## src/rtl/trigger_unit.sv

```systemverilog
// Logic-analyser trigger: level match with optional edge match, post-match delay, fire/hold.
// Define TRIGGER_EDGE_EN to build in the rise/fall edge qualifier.
module trigger_unit #(
  parameter int WIDTH   = 8,
  parameter int DELAY_W = 16
) (
  input  logic               clock,
  input  logic               reset_n,
  input  logic [WIDTH-1:0]   sample_in,
  input  logic               sample_valid,
  input  logic               arm,
  input  logic               disarm,
  input  logic [WIDTH-1:0]   trig_value,
  input  logic [WIDTH-1:0]   trig_mask,
  input  logic [WIDTH-1:0]   trig_rise,
  input  logic [WIDTH-1:0]   trig_fall,
  input  logic [DELAY_W-1:0] trig_delay,
  output logic               armed,
  output logic               trig_pulse,
  output logic               capture_run,
  output logic [31:0]        trig_index
);

  typedef enum logic [1:0] {
    ST_IDLE,
    ST_ARMED,
    ST_DELAY,
    ST_FIRED
  } state_t;

  state_t             state_reg;
  logic [31:0]        index_reg;
  logic [DELAY_W-1:0] count_reg;
  logic               level_term;
  logic               edge_term;
  logic               match;

  assign level_term = ((sample_in ^ trig_value) & trig_mask) == '0;

`ifdef TRIGGER_EDGE_EN
  logic [WIDTH-1:0] prev_reg;
  logic             prev_valid_reg;
  logic [WIDTH-1:0] edge_ok;

  generate
    for (genvar gi = 0; gi < WIDTH; gi++) begin : g_edge
      assign edge_ok[gi] = (~trig_rise[gi] | (~prev_reg[gi] &  sample_in[gi])) &
                           (~trig_fall[gi] | ( prev_reg[gi] & ~sample_in[gi]));
    end
  endgenerate

  // Without a previous sample no edge can be proven, so only an empty edge request passes.
  assign edge_term = prev_valid_reg ? (&edge_ok) : ~(|{trig_rise, trig_fall});

  always_ff @(posedge clock) begin
    if (!reset_n) begin
      prev_reg       <= '0;
      prev_valid_reg <= 1'b0;
    end else if (state_reg == ST_IDLE && arm && !disarm) begin
      prev_valid_reg <= 1'b0;
    end else if (state_reg == ST_ARMED && sample_valid && !disarm) begin
      prev_reg       <= sample_in;
      prev_valid_reg <= 1'b1;
    end
  end
`else
  logic unused_edge;
  assign unused_edge = ^{trig_rise, trig_fall};
  assign edge_term   = 1'b1;
`endif

  assign match = sample_valid & level_term & edge_term;

  always_ff @(posedge clock) begin
    if (!reset_n) begin
      state_reg   <= ST_IDLE;
      index_reg   <= '0;
      count_reg   <= '0;
      armed       <= 1'b0;
      trig_pulse  <= 1'b0;
      capture_run <= 1'b0;
      trig_index  <= '0;
    end else begin
      trig_pulse <= 1'b0;
      if (disarm) begin
        state_reg   <= ST_IDLE;
        armed       <= 1'b0;
        capture_run <= 1'b0;
      end else begin
        case (state_reg)
          ST_IDLE: begin
            if (arm) begin
              state_reg <= ST_ARMED;
              armed     <= 1'b1;
              index_reg <= '0;
            end
          end
          ST_ARMED: begin
            if (sample_valid) begin
              if (index_reg != 32'hFFFF_FFFF) begin
                index_reg <= index_reg + 32'd1;
              end
              if (match) begin
                trig_index <= index_reg;
                if (trig_delay == '0) begin
                  state_reg   <= ST_FIRED;
                  armed       <= 1'b0;
                  capture_run <= 1'b1;
                  trig_pulse  <= 1'b1;
                end else begin
                  count_reg <= trig_delay;
                  state_reg <= ST_DELAY;
                end
              end
            end
          end
          ST_DELAY: begin
            if (sample_valid) begin
              count_reg <= count_reg - DELAY_W'(1);
              if (count_reg == DELAY_W'(1)) begin
                state_reg   <= ST_FIRED;
                armed       <= 1'b0;
                capture_run <= 1'b1;
                trig_pulse  <= 1'b1;
              end
            end
          end
          ST_FIRED: begin
          end
          default: begin
            state_reg   <= ST_IDLE;
            armed       <= 1'b0;
            capture_run <= 1'b0;
          end
        endcase
      end
    end
  end

endmodule

```

## config.mk

```make
export PLATFORM = sky130hd
export DESIGN_NAME = trigger_unit
export DESIGN_NICKNAME = d
export VERILOG_FILES = /design/src/rtl/trigger_unit.sv
export SDC_FILE = /design/constraint.sdc
export NUM_CORES = 1
export LEC_CHECK = 0
export CAP_MARGIN = 20
export CELL_PAD_IN_SITES_DETAIL_PLACEMENT = 0
export CELL_PAD_IN_SITES_GLOBAL_PLACEMENT = 1
export CORE_UTILIZATION = 40
export DETAILED_ROUTE_END_ITERATION = 7
export PLACE_DENSITY_LB_ADDON = 0.1
export SLEW_MARGIN = 20
export SYNTH_ARGS = -nofsm -noshare
export SYNTH_HDL_FRONTEND = slang
export SYNTH_SLANG_ARGS = --single-unit
```

## constraint.sdc

```tcl
create_clock -name clock -period 6.75 [get_ports clock]
set_input_delay 1.35 -clock clock [delete_from_list [all_inputs] [get_ports clock]]
set_output_delay 1.35 -clock clock [all_outputs]
set_load 0.03 [all_outputs]
```

==> run metrics, run 1 <==
status finished clean; worst endpoint data arrival time 3.88 ns; layout cells sized above 1 5.86%; Clk pwr share 36.0%; DRT Wirelength 10.7 mm; most numerous cell in the Yosys netlist nand2_1; sequential power share a little over half; pre-CTS WS 2.59 ns; CTS Buf Count 9; largest family of logic cells by synthesized area simple AND/OR/NAND/NOR gates; Synth Area per Inst roughly 8 sq um; unrepaired setup endpoints after global routing false; total chip power 942 uW; clock root buffer clkbuf_8; fmax 273 MHz; first-pass GRT wire length around 18 mm; Die W between 100 and 150 um; worst endpoint required time 6.97 ns; compound-gate portion of the synthesized area between 15 and 20%; number of global-route vias before repair around 3800; FF+latch count, synth 85; vias per inst between 5 and 6; Yosys cell types 50; via count 4025; clk_skew 0.00879 ns; Comb power frac 10.3%; antenna cell count 0; Post-Place Cell Area 5090 sq um; Die H between 100 and 150 um; DIE AREA 10900 sq um; Mapped Area 4210 sq um; Buffers on Ports 79; P per Cell Area 179 nW/um^2; post_cts resized 0; Util after Layout 51.3%; Syn Inst Count approximately 530; Synth Area in XOR/XNOR 6.86%; Ys Warns 0; post-synth net total 595; Longest Clk Path Bufs 2; Tcrit/Tclk final 54.3%; Total Routing Usage GR 20.2%; # Max-Cap Violations 0; Slew @ Worst Pin roughly 0.97 ns; adder-cell area share of the yosys netlist 2.08%; fin crit period 3.67 ns; Hold Buf Count CTS 0; Rel. slew slack 35.3%; mux cell area share after synthesis 0.713%; # rows 37; final instance area approximately 5300 sq um; CTS tree done; synth top area cells dfxtp_1, nand2_1, a21oi_1; CTS sink cnt between 80 and 90; top-area cell type share of the netlist area 40.4%; total gr overflow 0; ys flop type dfxtp_1; register area 1700 sq um; Max IR drop VDD 0.0000847 V; Seq/Total Area, Yosys 40.4%; CORE AREA 10300 sq um; most common library cells after synthesis nand2_1, dfxtp_1, a21oi_1, nor2_1, clkbuf_1; Slew Limit Fails 0; number of remaining DRC errors 0; Initial Utilization 41.0%; Min-Delay Path Class reg -> reg; crit path max fanout 32; initial antenna violation count 0; largest net degree at the start of global routing 46; Total Neg Setup Slack 0 ns; multi-input logic area about 2400 sq um; NetSw 255 uW; RD Place Congestion approximately 0.85; clock latency on the worst-skew pair 0.36 ns; Sw Share 27.1%; Async SR Flop Fraction 0%; Crit Path Class in -> reg; Fin. Hold Viols 0; Pre-Repair DR Iteration Count 5; internal cell power 687 uW; Setup violations, final 0; EDFF count, synth 0; startpoint types input pin; area delta synth->final 25.2%; Synth area leader dfxtp_1; WL/cell 14.6 um; Boundary Pins 96; H-Tree Depth 3; Initial DRC Count 202; NumNets Final 660; Setup crit end kind register; simple-gate area share of the yosys netlist between 20% and 30%; final worst slack 3.08 ns; P_leak 1.75 nW; Antenna Violating Nets Remaining 0; Clock transition at path regs approximately 0.10 ns; fill count 1021; Post-DP HPWL 7.50 mm; postcts setup bufs 0
==> final cells by class <==
class	count	share of cell area, %
Clock inverter	7	1.11
Clock buffer	9	2.35
Inverter	10	0.711
Multi-Input combinational cell	402	44.7
Sequential cell	85	32.3
Timing Repair Buffer	84	15.7
Tap cell	136	3.23
==> layout by cell type, fill, tap and decap left out, types with 3 or more instances in the layout <==
master           synthesis  final
nor4_1                  15     15
nor3_1                  10     10
o21ai_0                  6      5
a21oi_1                 61     61
nand3_1                 13     13
or4_1                    3      3
mux2i_1                  3      3
xor2_1                  15     15
or3_1                   11     10
clkdlybuf4s50_1          0     79
o32ai_1                 10     10
o31ai_1                  7      7
and3_1                   8      8
clkbuf_8                 0      9
o211ai_1                 4      4
nor2_1                  51     51
clkinv_1                 2      3
nor3_2                   4      4
a22oi_1                  3      3
xnor2_1                 18     18
nor2b_1                  4      4
inv_1                    8      7
a211oi_1                 3      3
ha_1                     7      7
buf_4                    0      5
o21ai_1                  4      5
a31oi_1                  4      4
and4_1                   9      9
nand4_1                 13     13
dfxtp_1                 85     85
nand2_1                 89     89
==> critical path: stages <==
cell and delay (ns):
clkdlybuf4s50_1 0.41, xor2_1 0.16, a222oi_1 0.63, nand4_2 0.30
or3_2 0.78, nand2_1 0.16, a21oi_1 0.08
==> kinds of logic after synthesis <==
family	Yosys count
buffers and inverters	40
muxes	3
and+or+nand+nor	246
xor gates and xnor gates	33
adders and majority gates	7
AOI/OAI and AO/OA	113
DFF	85
==> routing by layer <==
layer  part of all wire (%)  wire length [um]  track usage [%]  vias to the layer above
li1                       -                 -                -                     2017
met1                     49              5180             27.2                     1885
met2                     46              4930             32.7                      111
met3                    4.0               432             3.06                       12
met4                    1.3               135             7.44                        0
met5                      0                 0                0                        -
==> through the flow <==
stage	std cells	hold WS [ns]
floorplan	527	0.434
global placement	717	0.443
detailed placement	717	0.446
CTS	733	0.460
global route	733	0.478
finish	733	0.459
==> power groups by stage <==
stage / clock network [mW] / registers (mW) / logic (mW)
2_1_floorplan: 0 / 0.518 / 0.0506
3_3_place_gp: 0 / 0.518 / 0.0958
3_5_place_dp: 0 / 0.518 / 0.0966
4_1_cts: 0.351 / 0.506 / 0.0971
5_1_grt: 0.373 / 0.507 / 0.107
6_report: 0.339 / 0.506 / 0.0971
==> worst paths after layout <==
kind                                startpoint              to  slack [ns]  cells past startpoint
worst min register to register  trig_index[15]  trig_index[15]        0.46                      2
worst max-delay path             trig_value[2]  trig_index[30]        3.08                      7
worst min-delay path            trig_index[15]  trig_index[15]        0.46                      2
worst max register to register    state_reg[0]    count_reg[5]        3.74                      6
Power figures use the tool's default switching activity.
==> run 2: changes to the inputs <==
CORE_UTILIZATION = 33   (was 40)
clock period = 2.9 ns   (was 6.75 ns; I/O delays follow)
==> run 2 against run 1 <==
Effect of this change:
- total power grew to 2.7 times the previous value
- combinational power grew to 2.6 times the previous value
- clock skew shrank 0.0038 ns
- wire length grew 9.0%
- register-to-register slack lost 3.2 ns
- first-iteration DRC count grew 6.9%
- sequential power grew 130%
- critical path depth grew 2
- hold slack lost 0.0074 ns
- highest routed layer unchanged
- die area grew 21%
==> run metrics, run 2 (same netlist as run 1, synthesis figures left out) <==
via count 4088 (+1.6%); fin crit period 2.59 ns; postcts setup bufs 0 (unchanged); crit path max fanout 31 (-3.1%); worst endpoint data arrival time 2.84 ns (-1.04 ns); worst endpoint required time 3.15 ns (-3.82 ns); final instance area 5600 sq um (+6.1%); area delta synth->final 32.9%; CORE AREA 12200 sq um (+19%); RD Place Congestion 0.833 (-2.3%); vias per inst 5.21 (-5.0%); Setup violations, final 0 (unchanged); Rel. slew slack 50.8% (+16 points); # rows 40 (+8.1%); Longest Clk Path Bufs 2 (unchanged); Die W 115 um (+9.9%); Cells after DPL 768 (+7.1%); CTS tree done; Slew Limit Fails 0 (unchanged); first-pass GRT wire length 19.3 mm (+5.3%); fmax 386 MHz; leading cell types in the layout, fill and taps excluded nand2_1, dfxtp_1, clkdlybuf4s50_1; Initial DRC Count 216 (+6.9%); final worst slack 0.307 ns (-2.78 ns); number of remaining DRC errors 0 (unchanged); unrepaired setup endpoints after global routing false; clock root buffer clkbuf_16; Clock transition at path regs 0.06 ns (-0.04 ns); Max IR drop VDD 0.000216 V (+160%); total chip power 2.51 mW (+170%); largest net degree at the start of global routing 33 (-28%); Tcrit/Tclk final 89.4%; clk_skew 0.00501 ns (-0.00378 ns); Total Routing Usage GR 18.5% (-1.7 points); post_cts resized 0 (unchanged); Die H 115 um (+9.9%); initial antenna violation count 0 (unchanged); fill count 1256 (+23%); P_leak 1.91 nW (+9.1%); clock latency on the worst-skew pair 0.34 ns (-0.02 ns); startpoint types input pin; Min-Delay Path Class reg -> reg; Slew @ Worst Pin 0.733 ns (-0.238 ns); Setup crit end kind register; WL/cell 14.8 um (+1.9%); most common cell after layout, fill and taps aside nand2_1; Post-DP HPWL 8.32 mm (+11%); NumNets Final 679 (+2.9%); Fin. Hold Viols 0 (unchanged); Total Neg Setup Slack 0 ns (unchanged); Antenna Violating Nets Remaining 0 (unchanged); DRT Wirelength 11.6 mm (+9.0%); Initial Utilization 34.5% (-6.5 points); number of global-route vias before repair 3838 (+0.68%); Crit Path Class in -> reg; Non-Filler Instances 784 (+7.0%); Buffers on Ports 79 (unchanged); # Max-Cap Violations 0 (unchanged); P per Cell Area 449 nW/um^2 (+150%); CTS Buf Count 9 (unchanged); CTS sink cnt 85 (unchanged); Pre-Repair DR Iteration Count 4 (-1); Hold Buf Count CTS 0 (unchanged); layout cells sized above 1 8.28% (+2.4 points); total gr overflow 0 (unchanged); status finished clean; antenna cell count 0 (unchanged); Post-Place Cell Area 5320 sq um (+4.4%); H-Tree Depth 3 (unchanged); DIE AREA 13200 sq um (+21%); pre-CTS WS 0.0507 ns (-2.54 ns); Boundary Pins 96 (unchanged)
## run 2: changes by cell type in the layout (fill, tap and decap cells not counted), moves of 2 or more
cell / before / now
buf_12: 0 / 3
inv_6: 2 / 0
clkbuf_1: 0 / 2
clkbuf_16: 0 / 9
buf_4: 5 / 21
clkbuf_8: 9 / 2
clkinv_4: 2 / 0
## run 2: layer usage
layer,part of all wire (%),GRT usage (%)
met1,48,24.8
met2,46,29.5
met3,4.0,3.00
met4,2.1,8.05
met5,0,0
## run 2: path summary, 6_finish.rpt
kind | startpoint | to | slack (ns) | cells after the start
setup / recovery | trig_delay[12] | count_reg[1] | 0.31 | 9
hold reg to reg | trig_index[6] | trig_index[6] | 0.45 | 2
hold / removal | trig_index[6] | trig_index[6] | 0.45 | 2
setup reg to reg | state_reg[1] | index_reg[3] | 0.54 | 8
## run 2: layout make-up
class	instances	area (sq um)	area share (%)
multi-input cells	402	2360	42.2
clock buffers	13	260	4.65
inverters	10	37.5	0.670
repair buffers	103	1010	18.0
clock inverters	3	20.0	0.358
flip-flops and latches	85	1700	30.4
well taps	168	210	3.75
## run 2: critical path: stages
cell,delay [ns]
clkdlybuf4s50_1,0.44
nor4_1,0.37
buf_4,0.18
nand4_1,0.15
and4_1,0.24
a32oi_1,0.30
buf_12,0.23
a211oi_1,0.07
a211oi_1,0.27
## run 2: where the power goes
group / leakage (nW) / switching, mW / internal, mW
Sequential: 0.685 / 0.00610 / 1.17
Clock: 0.132 / 0.459 / 0.626
Combinational: 1.09 / 0.130 / 0.119
## run 2: through the flow
| step | utilization (%) | hold slack, ns |
|---|---|---|
| detailed placement | 43.6 | 0.447 |
| global placement | 43.6 | 0.442 |
| CTS | 45.9 | 0.456 |
| global route | 45.9 | 0.467 |
| floorplan | - | 0.434 |
| finish | 45.9 | 0.452 |
